==> src/rtl/micro_sequencer_pkg.sv <==
// Package control: shared definitions for the micro-sequencer slice.
//   - Micro-word geometry (ADDR_BUS_WIDTH, CONTROL_WORD_WIDTH) and the bit
//     position of every field inside a 25-bit micro-word.
//   - Field enums, the sequencer state enum, and the decoded control_word_t.
//   - unpack_word / unpack_ir_op: raw micro-word -> typed fields.
// control_word_t carries bits [24:3] in word order, so {cw, ir_op} == raw word.
package control;

    localparam int ADDR_BUS_WIDTH     = 9;
    localparam int CONTROL_WORD_WIDTH = 25;

    localparam int ALU_OP_HI   = 24;
    localparam int ALU_OP_LO   = 21;
    localparam int ALU_EN_BIT  = 20;
    localparam int MEM_OP_HI   = 19;
    localparam int MEM_OP_LO   = 17;
    localparam int DWS_BIT     = 16;
    localparam int BUS_SEL_BIT = 15;
    localparam int RAX_HI      = 14;
    localparam int RAX_LO      = 13;
    localparam int RBX_HI      = 12;
    localparam int RBX_LO      = 11;
    localparam int RCX_HI      = 10;
    localparam int RCX_LO      = 9;
    localparam int RDX_HI      = 8;
    localparam int RDX_LO      = 7;
    localparam int RESET_BIT   = 6;
    localparam int HALT_BIT    = 5;
    localparam int LOAD_BIT    = 4;
    localparam int NEXT_BIT    = 3;
    localparam int IR_OP_HI    = 2;
    localparam int IR_OP_LO    = 0;

    typedef enum logic [3:0] {
        ALU_NOP = 4'd0, ALU_ADD = 4'd1, ALU_SUB = 4'd2, ALU_AND = 4'd3,
        ALU_OR  = 4'd4, ALU_XOR = 4'd5, ALU_NOT = 4'd6, ALU_SHL = 4'd7,
        ALU_SHR = 4'd8
    } alu_op_e;

    typedef enum logic [2:0] {
        NOP = 3'd0, READ = 3'd1, WRITE = 3'd2
    } memory_op_e;

    typedef enum logic [1:0] {
        REG_NOP = 2'd0, REG_LOAD = 2'd1, REG_DRIVE = 2'd2, REG_INC = 2'd3
    } reg_op_e;

    typedef enum logic [2:0] {
        IR_NOP = 3'd0, IR_LOAD_IR = 3'd1, IR_INC_PC = 3'd2, IR_LOAD_PC = 3'd3,
        IR_LOAD_PC_COND = 3'd4
    } instruction_reg_op_e;

    typedef enum logic [1:0] {
        IDLE = 2'd0, RUN = 2'd1, WAIT_MEM = 2'd2, HALTED = 2'd3
    } seq_state_e;

    typedef struct packed {
        alu_op_e    alu_op;
        logic       alu_enable;
        memory_op_e memory_op;
        logic       data_word_selector;
        logic       bus_selector;
        reg_op_e    rax_op;
        reg_op_e    rbx_op;
        reg_op_e    rcx_op;
        reg_op_e    rdx_op;
        logic       reset;
        logic       halt;
        logic       control_unit_load;
        logic       next_instr;
    } control_word_t;

    function automatic control_word_t unpack_word(input logic [CONTROL_WORD_WIDTH-1:0] w);
        control_word_t cw;
        cw.alu_op             = alu_op_e'(w[ALU_OP_HI:ALU_OP_LO]);
        cw.alu_enable         = w[ALU_EN_BIT];
        cw.memory_op          = memory_op_e'(w[MEM_OP_HI:MEM_OP_LO]);
        cw.data_word_selector = w[DWS_BIT];
        cw.bus_selector       = w[BUS_SEL_BIT];
        cw.rax_op             = reg_op_e'(w[RAX_HI:RAX_LO]);
        cw.rbx_op             = reg_op_e'(w[RBX_HI:RBX_LO]);
        cw.rcx_op             = reg_op_e'(w[RCX_HI:RCX_LO]);
        cw.rdx_op             = reg_op_e'(w[RDX_HI:RDX_LO]);
        cw.reset              = w[RESET_BIT];
        cw.halt               = w[HALT_BIT];
        cw.control_unit_load  = w[LOAD_BIT];
        cw.next_instr         = w[NEXT_BIT];
        return cw;
    endfunction

    function automatic instruction_reg_op_e unpack_ir_op(input logic [CONTROL_WORD_WIDTH-1:0] w);
        return instruction_reg_op_e'(w[IR_OP_HI:IR_OP_LO]);
    endfunction

endpackage

==> src/rtl/micro_sequencer_decode.sv <==
// micro_word_decode: purely combinational split of a raw micro-ROM word.
//   word_i   : raw 25-bit micro-word
//   cw_o     : typed control word (bits [24:3])
//   ir_op_o  : PC/IR update command (bits [2:0])
module micro_word_decode
    import control::*;
(
    input  logic [CONTROL_WORD_WIDTH-1:0] word_i,
    output control_word_t                 cw_o,
    output instruction_reg_op_e           ir_op_o
);

    assign cw_o    = unpack_word(word_i);
    assign ir_op_o = unpack_ir_op(word_i);

endmodule

==> src/rtl/micro_sequencer.sv <==
// micro_sequencer: steps through a micro-ROM addressed by {ir, step}.
//   clk, rst_n      : clock, async active-low reset
//   ena             : run enable
//   opcode_i        : opcode captured into ir on control_unit_load
//   mem_ready_i     : completes a READ/WRITE micro-step this cycle
//   resume_i        : leaves HALTED
//   ucode_addr_o    : micro-ROM address {ir, step}
//   ucode_word_i    : micro-ROM data for ucode_addr_o (combinational)
//   cw_o, ir_op_o   : decoded control word, all-NOP outside RUN/WAIT_MEM
//   halted_o        : high in HALTED
//   overrun_o       : one-cycle pulse when a routine runs off its last step
module micro_sequencer
    import control::*;
#(
    parameter int OPC_W  = 6,
    parameter int STEP_W = 3
) (
    input  logic                          clk,
    input  logic                          rst_n,
    input  logic                          ena,
    input  logic [OPC_W-1:0]              opcode_i,
    input  logic                          mem_ready_i,
    input  logic                          resume_i,
    output logic [ADDR_BUS_WIDTH-1:0]     ucode_addr_o,
    input  logic [CONTROL_WORD_WIDTH-1:0] ucode_word_i,
    output control_word_t                 cw_o,
    output instruction_reg_op_e           ir_op_o,
    output logic                          halted_o,
    output logic                          overrun_o
);

    seq_state_e          state, state_nxt;
    logic [OPC_W-1:0]    ir, ir_nxt;
    logic [STEP_W-1:0]   step, step_nxt;
    logic                overrun_q, overrun_nxt;
    control_word_t       dec_cw;
    instruction_reg_op_e dec_ir_op;
    logic                active, mem_access;

    micro_word_decode u_decode (
        .word_i  (ucode_word_i),
        .cw_o    (dec_cw),
        .ir_op_o (dec_ir_op)
    );

    assign active     = (state == RUN) || (state == WAIT_MEM);
    assign mem_access = (dec_cw.memory_op == READ) || (dec_cw.memory_op == WRITE);

    assign ucode_addr_o = {ir, step};
    assign cw_o         = active ? dec_cw : control_word_t'('0);
    assign ir_op_o      = active ? dec_ir_op : IR_NOP;
    assign halted_o     = (state == HALTED);
    assign overrun_o    = overrun_q;

    always_ff @(posedge clk or negedge rst_n) begin
        if (!rst_n) begin
            state     <= IDLE;
            ir        <= '0;
            step      <= '0;
            overrun_q <= 1'b0;
        end else begin
            state     <= state_nxt;
            ir        <= ir_nxt;
            step      <= step_nxt;
            overrun_q <= overrun_nxt;
        end
    end

    always_comb begin
        state_nxt   = state;
        ir_nxt      = ir;
        step_nxt    = step;
        overrun_nxt = 1'b0;
        case (state)
            IDLE:   if (ena) state_nxt = RUN;
            HALTED: if (resume_i) state_nxt = RUN;
            default: begin
                if (!ena) begin
                    state_nxt = IDLE;
                end else if (mem_access && !mem_ready_i) begin
                    // Pending access: hold address, word stays on cw_o.
                    state_nxt = WAIT_MEM;
                end else begin
                    // Step commits; reset bit beats every other sequencing bit.
                    state_nxt = RUN;
                    if (dec_cw.reset) begin
                        ir_nxt   = '0;
                        step_nxt = '0;
                    end else begin
                        if (dec_cw.next_instr) begin
                            ir_nxt   = '0;
                            step_nxt = '0;
                        end else if (&step) begin
                            // Routine fell off its last step: back to fetch.
                            ir_nxt      = '0;
                            step_nxt    = '0;
                            overrun_nxt = 1'b1;
                        end else begin
                            if (dec_cw.control_unit_load) ir_nxt = opcode_i;
                            step_nxt = step + STEP_W'(1);
                        end
                        if (dec_cw.halt) state_nxt = HALTED;
                    end
                end
            end
        endcase
    end

endmodule
==> config.mk <==
export PLATFORM = sky130hd
export DESIGN_NAME = micro_sequencer
export DESIGN_NICKNAME = d
export VERILOG_FILES = /design/src/rtl/micro_sequencer_pkg.sv /design/src/rtl/micro_sequencer_decode.sv /design/src/rtl/micro_sequencer.sv
export SDC_FILE = /design/constraint.sdc
export NUM_CORES = 1
export LEC_CHECK = 0
export ABC_AREA = 1
export BUFFER_PORTS_ARGS = -buffer_cell sky130_fd_sc_hd__buf_2
export CAP_MARGIN = 20
export CORE_ASPECT_RATIO = 1.75
export CORE_UTILIZATION = 36
export CTS_BUF_LIST = sky130_fd_sc_hd__clkbuf_8
export DETAILED_ROUTE_END_ITERATION = 6
export GPL_TIMING_DRIVEN = 0
export PLACE_DENSITY = 0.8
export SYNTH_ARGS = -nofsm -noshare
export SYNTH_HDL_FRONTEND = slang
export SYNTH_SLANG_ARGS = --single-unit
==> constraint.sdc <==
create_clock -name clk -period 1.5 [get_ports clk]
set_input_delay 0.3 -clock clk [delete_from_list [all_inputs] [get_ports clk]]
set_output_delay 0.3 -clock clk [all_outputs]
set_load 0.02 [all_outputs]
==> results of run 1 <==
[worst max-delay path by stage]
stage,start,end,slack [ns]
CTS,state[0],cw_o[21],-0.19
detailed placement,state[0],cw_o[18],-0.12
global route,state[0],cw_o[9],-0.21
global placement,state[1],cw_o[18],-0.11
floorplan,state[1],cw_o[10],0.05
finish,state[1],cw_o[9],-0.17
[placed cells by master (no fill, tap or decap), types with 6 or more instances in the layout]
master,n
sky130_fd_sc_hd__inv_2,22
sky130_fd_sc_hd__dfrtp_1,12
sky130_fd_sc_hd__buf_4,6
sky130_fd_sc_hd__inv_1,19
sky130_fd_sc_hd__buf_6,31
sky130_fd_sc_hd__nand2_4,7
sky130_fd_sc_hd__buf_2,46
sky130_fd_sc_hd__nand4_1,6
sky130_fd_sc_hd__nand2_2,18
sky130_fd_sc_hd__nor2_1,9
sky130_fd_sc_hd__nand2_1,29
[routing by layer]
layer | global-route usage | share of wire | vias to the layer above
met1 | 0.207 | 0.34 | 559
met4 | 0.0778 | 0.018 | 0
met3 | 0.0256 | 0.068 | 8
met2 | 0.404 | 0.57 | 64
li1 | - | - | 582
met5 | 0 | 0 | -
[layout make-up]
type / count / area share
Timing Repair inverter: 1 / 0.00289
Clock buffer: 4 / 0.0318
Tap cell: 26 / 0.0188
Timing Repair Buffer: 81 / 0.347
Sequential cell: 12 / 0.174
Multi-Input combinational cell: 85 / 0.308
Buffer: 3 / 0.0195
Inverter: 43 / 0.0977
[report_power, final]
group / switching [mW] / leakage, nW / internal (mW)
clock network: 0.107 / 0.0288 / 0.231
logic: 1.37 / 0.909 / 1.12
registers: 0.0622 / 0.160 / 0.412
total: 1.54 / 1.10 / 1.76
[kinds of logic (layout without fill, tap and decap cells)]
group           count (synthesis)  count (layout)  synth area share
simple gates                   74              74             0.375
buf+inv                        47             132             0.208
flops                          12              12             0.323
compound gates                  7               7            0.0404
fa+ha+maj                       4               4            0.0539
[critical path, stage by stage, from the launching register on]
cell,delay [ns]
sky130_fd_sc_hd__dfrtp_1,0.37
sky130_fd_sc_hd__inv_2,0.05
sky130_fd_sc_hd__ha_4,0.33
sky130_fd_sc_hd__buf_6,0.16
sky130_fd_sc_hd__nand2_2,0.06
sky130_fd_sc_hd__inv_2,0.06
sky130_fd_sc_hd__buf_6,0.11
[state kept, by name (all words and copies together) (netlist names)]
| name | cells |
|---|---|
| ir | 6 |
| overrun_o | 1 |
| state | 2 |
| step | 3 |
[what timing repair did]
item                                    in CTS  in global routing
pin swaps                                   19                  2
gates resized for setup                     85                 31
endpoints found under the setup margin      25                 34
cloned                                       2                  1
hold endpoints to repair                    12                  0
hold buffers                                 1                  0
setup buffers                                4                  3
==> flow_summary_export.csv, run 1 <==
group,metric,value,unit
logic_synthesis,synthTopCellsByCount,"51 x sky130_fd_sc_hd__nand2_1, 42 x sky130_fd_sc_hd__inv_1, 12 x sky130_fd_sc_hd__dfrtp_1",
pwr,p_total,3.31,mW
placement,place.detailed.instances,241,
layout,antenna_diode_count,0,
worst_setup_path,critPathRequiredTime,1.20,ns
hold_path,min_to,"ir[1]",
logic_synthesis,synthesis.area_per_instance,6.45,µm²
placement,place.detailed.hpwl,1850,µm
routing,drtIter0Drc,36,
layout,nets,270,
timing,worst-slew-pin-transition,0.360,ns
timing,slew_viol_final,0,
logic_synthesis,synth_edf_count,0,
clocking,clk_path_buf_depth,2,
pwr,irDropWorstVdd,0.855,mV
pwr,powerDensity,1910,mW/mm²
hold_path,hold_depth,5,
clocking,cts_inserted_buffers,3,
timing,fin_crit,1.67,ns
placement,gp_congestion,0.773,
global_route,overflow,0,
global_route,antenna_found_initial,0,
placement,dpl-instance-area,0.00132,mm²
logic_synthesis,top_area_cell_type_share_of_the_netlist_area,0.323,
layout,n_fill_cell,177,
logic_synthesis,yosysUniqueCellTypes,19,
logic_synthesis,ys_seq_area_frac,0.323,
clocking,htree_levels,1,
worst_setup_path,r2r_slack,0.06,ns
floorplan,die_h,69.2,µm
run,maxCapViolCount,0,
worst_setup_path,critical_path_end_type,"output pin",
floorplan,initial_utilization,0.377,
timing,max_slew_margin,0.758,
layout,register_area,300,µm²
timing,minimum_hold_slack,0.379,ns
clocking,clockRootBuffer,"sky130_fd_sc_hd__clkbuf_8",
logic_synthesis,yosys_register_bits,12,
timing,fin_skew,0.000492,ns
hold_path,min-delay-path-class,"input pin to flip-flop",
worst_setup_path,worst_r2r_path_depth,7,
global_route,total_track_usage,0.214,
timing,period_share,1.11,
timing,finalSetupViolations,26,
worst_setup_path,setup_crit_path_kind,"flip-flop to output pin",
worst_setup_path,timing.critical_path.arrival,1.37,ns
outcome,violations_in_the_final_reports,"setup timing",
worst_setup_path,critical_path_fanout_max,8,
logic_synthesis,synthCells,144,
timing,hold_viol,0,
layout,multi_input_comb_area,533,µm²
timing,achievable-frequency,599,MHz
floorplan,io-pin-count,72,
clocking,insertion_delay_to_the_later_sink_of_the_worst_skew_pair,0.23,ns
clocking,clock_pin_slew_reported_for_the_worst_setup_and_hold_paths_after_clock_tree_synthesis,0.05,ns
logic_synthesis,synth_top_area_cell,"sky130_fd_sc_hd__dfrtp_1",
floorplan,full_die_area,0.00279,mm²
clocking,cts_tree,"done",
hold_path,worst_hold_startpoint,"opcode_i[1]",
routing,drt_wl_cell,13.1,µm
timing,worst_slack,-0.169,ns
layout,layout_cell_share_with_drive_strength_beyond_1,0.620,
timing,grt_setup_unrepaired,"yes",
worst_setup_path,startpoint_type,"flip-flop",
logic_synthesis,synth_warnings,0,
routing,drc,0,
pwr,power.static_leakage,1.10,nW
routing,vias_per_cell,4.76,
worst_setup_path,r2r_end,"state[0]",
logic_synthesis,yosys.cell_count.top_type,"sky130_fd_sc_hd__nand2_1",
clocking,cts_num_sinks,12,
global_route,grt_pass1_wl,4330,µm
logic_synthesis,async_reset_ff_frac,1.00,
floorplan,design.core.area,0.00246,mm²
global_route,largest_net_degree_at_the_start_of_global_routing,13,
routing,drt.antenna.violating_nets,0,
logic_synthesis,ys.flop_type,"sky130_fd_sc_hd__dfrtp_1",
placement,place_ws,-0.120,ns
floorplan,std_cell_rows,24,
worst_setup_path,worst_r2r_startpoint,"state[1]",
layout,layoutNonFillerInstCount,255,
layout,area_growth_syn_to_layout,86.3,%
logic_synthesis,post_synth_instance_area,928,µm²
layout,postLayoutCoreUtil,0.702,
layout,design_area,0.00173,mm²
logic_synthesis,synthesis.nets,184,
logic_synthesis,synth.top_cells.by_area,"sky130_fd_sc_hd__dfrtp_1 32%, sky130_fd_sc_hd__nand2_1 21%, sky130_fd_sc_hd__inv_1 17%, sky130_fd_sc_hd__ha_1 5.4%, sky130_fd_sc_hd__nand4_1 4.0%",
global_route,first_global_vias,1100,
timing,total_negative_setup_slack,-3.57,ns
floorplan,die_w,40.4,µm
routing,drt-total-wl,3340,µm
routing,drt_pass1_iterations,4,
placement,portBuffers,71,
routing,via_count,1213,
outcome,result_of_the_run,"finished with violations",
Note: power is estimated with default switching activity, not from simulation.
==> run 2, diff against run 1 <==
Settings changed: CORE_UTILIZATION 36 to 39, PLACE_DENSITY 0.8 to 0.85.
==> flow_summary_export.csv, run 2 (same netlist as run 1, synthesis figures left out) <==
group,metric,value,unit
global_route,overflow,0,
routing,drt_pass1_iterations,4,
pwr,irDropWorstVdd,0.991,mV
placement,place.detailed.hpwl,1820,µm
clocking,clk_path_buf_depth,2,
timing,grt_setup_unrepaired,"yes",
layout,largest_reg_flops,6,
layout,layout_cell_share_with_drive_strength_beyond_1,0.661,
global_route,grt_pass1_wl,4350,µm
global_route,largest_net_degree_at_the_start_of_global_routing,13,
timing,fin_skew,0.00747,ns
floorplan,die_w,38.9,µm
worst_setup_path,slowest_delay,0.39,ns
layout,largest_register,"ir",
pwr,powerDensity,1970,mW/mm²
timing,period_share,1.19,
worst_setup_path,cp_slowest_cell,"sky130_fd_sc_hd__dfrtp_1",
timing,slew_viol_final,0,
floorplan,design.core.area,0.00227,mm²
timing,hold_viol,0,
routing,drc,0,
layout,mostFrequentLayoutCell,"sky130_fd_sc_hd__buf_2",
clocking,clock_pin_slew_reported_for_the_worst_setup_and_hold_paths_after_clock_tree_synthesis,0.05,ns
timing,worst-slew-pin-transition,0.398,ns
outcome,violations_in_the_final_reports,"setup timing",
global_route,antenna_found_initial,0,
clocking,insertion_delay_to_the_later_sink_of_the_worst_skew_pair,0.24,ns
routing,via_count,1278,
worst_setup_path,critical_path_fanout_max,7,
timing,achievable-frequency,558,MHz
routing,drtIter0Drc,39,
layout,register_area,300,µm²
routing,drt-total-wl,3620,µm
clocking,cts_num_sinks,12,
routing,vias_per_cell,5.01,
placement,portBuffers,71,
floorplan,std_cell_rows,23,
layout,reg.largest.list,"ir (6), step (3), state (2)",
worst_setup_path,critPathRequiredTime,1.20,ns
worst_setup_path,startpoint_type,"flip-flop",
layout,antenna_diode_count,0,
floorplan,full_die_area,0.00259,mm²
outcome,result_of_the_run,"finished with violations",
layout,nets,271,
layout,mostFrequentLayoutCells,"46 x sky130_fd_sc_hd__buf_2, 30 x sky130_fd_sc_hd__buf_6, 25 x sky130_fd_sc_hd__inv_2",
layout,postLayoutCoreUtil,0.782,
floorplan,initial_utilization,0.408,
routing,drt_wl_cell,14.2,µm
layout,area_growth_syn_to_layout,91.5,%
worst_setup_path,setup_crit_path_kind,"flip-flop to output pin",
global_route,total_track_usage,0.239,
timing,finalSetupViolations,33,
timing,max_slew_margin,0.732,
layout,multi_input_comb_area,562,µm²
global_route,first_global_vias,1079,
worst_setup_path,timing.critical_path.arrival,1.49,ns
routing,drt.antenna.violating_nets,0,
floorplan,io-pin-count,72,
worst_setup_path,timing.critical_path.cells,"inv_2 > ha_4 > buf_8 > buf_6 > nand2_2 > inv_2 > buf_6",
worst_setup_path,critical_path_end_type,"output pin",
timing,fin_crit,1.79,ns
placement,place_ws,-0.127,ns
layout,n_fill_cell,119,
clocking,cts_inserted_buffers,3,
clocking,clockRootBuffer,"sky130_fd_sc_hd__clkbuf_8",
pwr,power.static_leakage,1.12,nW
run,maxCapViolCount,0,
timing,worst_slack,-0.291,ns
placement,gp_congestion,0.754,
clocking,htree_levels,1,
clocking,cts_tree,"done",
hold_path,min-delay-path-class,"input pin to flip-flop",
floorplan,die_h,66.5,µm
pwr,p_total,3.51,mW
run 2: path summary, 6_finish.rpt:
path | depth (start not counted) | slack (ns) | startpoint | to
worst min-delay path | 5 | 0.38 | opcode_i[2] | ir[2]
worst max-delay path | 7 | -0.29 | state[0] | cw_o[16]
max in group asynchronous | 2 | 0.81 | rst_n | ir[5]
worst max register to register | 7 | -0.06 | state[0] | state[0]
min in group asynchronous | 2 | 0.47 | rst_n | step[0]
worst min register to register | 2 | 0.49 | ir[3] | ir[3]
run 2: metrics by stage:
step / setup TNS, ns / instances / cell area (µm²) / hold slack (ns)
after floorplan: 0 / 144 / 928 / 0.00441
after global placement: -1.43 / 240 / 1320 / 0.188
after detailed placement: -1.89 / 240 / 1320 / 0.189
after CTS: -5.60 / 251 / 1660 / 0.335
after global routing: -7.24 / 255 / 1780 / 0.403
final: -6.50 / 255 / 1780 / 0.379
run 2: final cells by class:
cell class | count | area share
inverters | 43 | 0.0936
repair buffers | 81 | 0.343
clock buffers | 4 | 0.0310
plain buffers | 4 | 0.0274
repair inverters | 1 | 0.00281
well taps | 25 | 0.0176
multi-input cells | 85 | 0.316
flip-flops and latches | 12 | 0.169
run 2: where the power goes:
part,internal (mW),total (mW),switching (mW)
Clock,0.232,0.352,0.120
Sequential,0.412,0.484,0.0720
Combinational,1.21,2.67,1.46
Total,1.85,3.51,1.66
run 2: critical path: cells and delay by family (launching register included):
kind,cells,cell delay [ns]
buf+inv,5,0.53
simple gates,1,0.06
fa+ha+maj,1,0.27
flops,1,0.39
run 2: metal layers:
| layer | track usage | vias to the layer above | part of all wire |
|---|---|---|---|
| li1 | - | 587 | - |
| met1 | 0.220 | 570 | 0.34 |
| met2 | 0.431 | 102 | 0.50 |
| met3 | 0.0533 | 19 | 0.12 |
| met4 | 0.159 | 0 | 0.041 |
| met5 | 0 | - | 0 |
run 2: repair_timing:
| action | CTS | global route |
|---|---|---|
| pin swaps | 13 | 13 |
| gates cloned | 2 | 1 |
| setup endpoints to repair | 25 | 35 |
| hold buffers | 1 | 0 |
| setup buffers | 4 | 4 |
| endpoints found under the hold margin | 12 | 0 |
| resized for setup | 89 | 36 |
==> run 3, diff against run 2 <==
Settings changed: CELL_PAD_IN_SITES_DETAIL_PLACEMENT set to 0, CELL_PAD_IN_SITES_GLOBAL_PLACEMENT set to 1, CORE_UTILIZATION 39 to 25, PLACE_DENSITY 0.85 to 0.86.
==> flow_summary_export.csv, run 3 (same netlist as run 1, synthesis figures left out) <==
group,metric,value,unit
outcome,result_of_the_run,"finished with violations",
outcome,violations_in_the_final_reports,"DRC, setup timing",
timing,fin_crit,1.68,ns
timing,fin_skew,0.00262,ns
timing,slew_viol_final,0,
global_route,first_global_vias,1047,
global_route,total_track_usage,0.153,
hold_path,worst_hold_startpoint,"ena",
worst_setup_path,critPathRequiredTime,1.20,ns
global_route,overflow,0,
worst_setup_path,timing.critical_path.cells,"inv_2 > ha_4 > buf_6 > nand2_1 > inv_1 > buf_6",
timing,hold_viol,0,
clocking,cts_inserted_buffers,3,
placement,gp_congestion,0.692,
placement,place.detailed.instances,261,
global_route,antenna_found_initial,0,
layout,multi_input_comb_area,539,µm²
worst_setup_path,cpMostUsedCell,"sky130_fd_sc_hd__buf_6",
pwr,powerDensity,1890,mW/mm²
layout,mostFrequentLayoutCell,"sky130_fd_sc_hd__buf_2",
clocking,clk_path_buf_depth,2,
placement,place_ws,-0.142,ns
layout,design_area,0.00176,mm²
global_route,grt_pass1_wl,4240,µm
clocking,clock_pin_slew_reported_for_the_worst_setup_and_hold_paths_after_clock_tree_synthesis,0.05,ns
floorplan,die_h,82.6,µm
pwr,power.clock.fraction,0.105,
layout,layout_cell_share_with_drive_strength_beyond_1,0.596,
layout,nets,269,
global_route,largest_net_degree_at_the_start_of_global_routing,13,
timing,period_share,1.12,
pwr,switching_share,0.455,
routing,via_count,1137,
timing,finalSetupViolations,26,
layout,register_area,300,µm²
pwr,p_seq_frac,0.141,
hold_path,hold_depth,3,
pwr,share_comb_of_total_power,0.753,
pwr,irDropWorstVdd,0.956,mV
routing,drc,2,
pwr,power_switching,1.51,mW
worst_setup_path,startpoint_type,"flip-flop",
hold_path,min-delay-path-class,"input pin to flip-flop",
worst_setup_path,critPathTopFamily,"buffers and inverters",
routing,drtIter0Drc,13,
worst_setup_path,worst_r2r_startpoint,"state[0]",
timing,grt_setup_unrepaired,"yes",
layout,n_fill_cell,384,
timing,worst_slack,-0.175,ns
pwr,power_report.internal_total,1.81,mW
routing,drt_wl_cell,10.8,µm
worst_setup_path,slowest_delay,0.36,ns
routing,vias_per_cell,4.15,
placement,place.detailed.hpwl,1990,µm
timing,total_negative_setup_slack,-4.05,ns
worst_setup_path,cp_slowest_cell,"sky130_fd_sc_hd__dfrtp_1",
clocking,htree_levels,1,
clocking,cts_num_sinks,12,
timing,max_slew_margin,0.781,
placement,dpl-instance-area,0.00134,mm²
worst_setup_path,setup_crit_path_kind,"flip-flop to output pin",
routing,drt-total-wl,2970,µm
timing,achievable-frequency,597,MHz
worst_setup_path,critical_path_fanout_max,7,
routing,drt_pass1_iterations,5,
worst_setup_path,cp_num_cells,6,
pwr,power.static_leakage,1.11,nW
layout,mostFrequentLayoutCells,"46 x sky130_fd_sc_hd__buf_2, 34 x sky130_fd_sc_hd__nand2_1, 29 x sky130_fd_sc_hd__buf_6",
clocking,cts_tree,"done",
worst_setup_path,timing.critical_path.arrival,1.38,ns
timing,worst-slew-pin-transition,0.325,ns
placement,portBuffers,71,
layout,reg.largest.list,"ir (6), step (3), state (2)",
floorplan,initial_utilization,0.258,
routing,drt.antenna.violating_nets,0,
floorplan,io-pin-count,72,
layout,layoutNonFillerInstCount,274,
worst_setup_path,critical_path_end_type,"output pin",
layout,largest_reg_flops,6,
floorplan,design.core.area,0.00359,mm²
worst_setup_path,crit_start,"state[0]",
floorplan,std_cell_rows,29,
run,maxCapViolCount,0,
clocking,insertion_delay_to_the_later_sink_of_the_worst_skew_pair,0.24,ns
floorplan,full_die_area,0.00397,mm²
layout,area_growth_syn_to_layout,89.9,%
clocking,clockRootBuffer,"sky130_fd_sc_hd__clkbuf_8",
layout,antenna_diode_count,0,
floorplan,die_w,48.1,µm
worst_setup_path,worst_r2r_path_depth,8,
timing,minimum_hold_slack,0.366,ns
layout,largest_register,"ir",
worst_setup_path,timing.critical_path.buf_inv,4,
## run 3: cell types whose count changed in the layout (fill, tap and decap cells not counted), sizes merged
cell	before	now
buf	84	82
## run 3: metrics by stage
| stage | utilization | power [mW] |
|---|---|---|
| floorplan | - | 1.50 |
| global placement | 0.373 | 1.98 |
| detailed placement | 0.373 | 1.99 |
| CTS | 0.471 | 3.15 |
| global route | 0.491 | 3.60 |
| finish | 0.491 | 3.33 |
## run 3: what timing repair did
action                     in CTS  in global routing
hold buffers                    1                  0
gates cloned                    2                  1
buffers inserted                4                  2
pin swaps                       9                 11
gates resized for setup        87                 26
hold endpoints to repair       12                  0
setup endpoints to repair      25                 26
## run 3: layer usage
layer  routed length (µm)  up-vias  GRT usage
li1                     -      586          -
met1                 1030      490      0.142
met2                 1680       56      0.299
met3                  192        5     0.0196
met4                   57        0     0.0750
met5                    0        -          0
## run 3: worst reg2reg max path: stages (launching register included)
cell and delay [ns]:
sky130_fd_sc_hd__dfrtp_1 0.36, sky130_fd_sc_hd__inv_2 0.06, sky130_fd_sc_hd__ha_4 0.35, sky130_fd_sc_hd__buf_4 0.15
sky130_fd_sc_hd__nand2_4 0.07, sky130_fd_sc_hd__clkinv_4 0.09, sky130_fd_sc_hd__nand3_4 0.10, sky130_fd_sc_hd__nand2_1 0.08
sky130_fd_sc_hd__nand2_1 0.05
## run 3: worst paths after layout
path / to / slack (ns)
max: cw_o[14] / -0.18
min: state[0] / 0.37
max reg2reg: ir[3] / 0.08
min reg2reg: ir[0] / 0.47
max in group asynchronous: ir[4] / 0.82
min in group asynchronous: ir[1] / 0.47
## run 3: cell type report
cell class                      count  area share
Timing Repair Buffer               80       0.341
Multi-Input combinational cell     85       0.306
Sequential cell                    12       0.170
Inverter                           43      0.0944
Tap cell                           46      0.0326
Clock buffer                        4      0.0312
Buffer                              3      0.0213
Timing Repair inverter              1     0.00284
## run 3: power by group through the flow
stage                     logic [mW]  clock network, mW  registers (mW)
after global placement          1.51                  0           0.471
after floorplan                0.949                  0           0.555
after global routing            2.75              0.371           0.480
after CTS                       2.32              0.362           0.469
final                           2.50              0.351           0.470
after detailed placement        1.51                  0           0.473
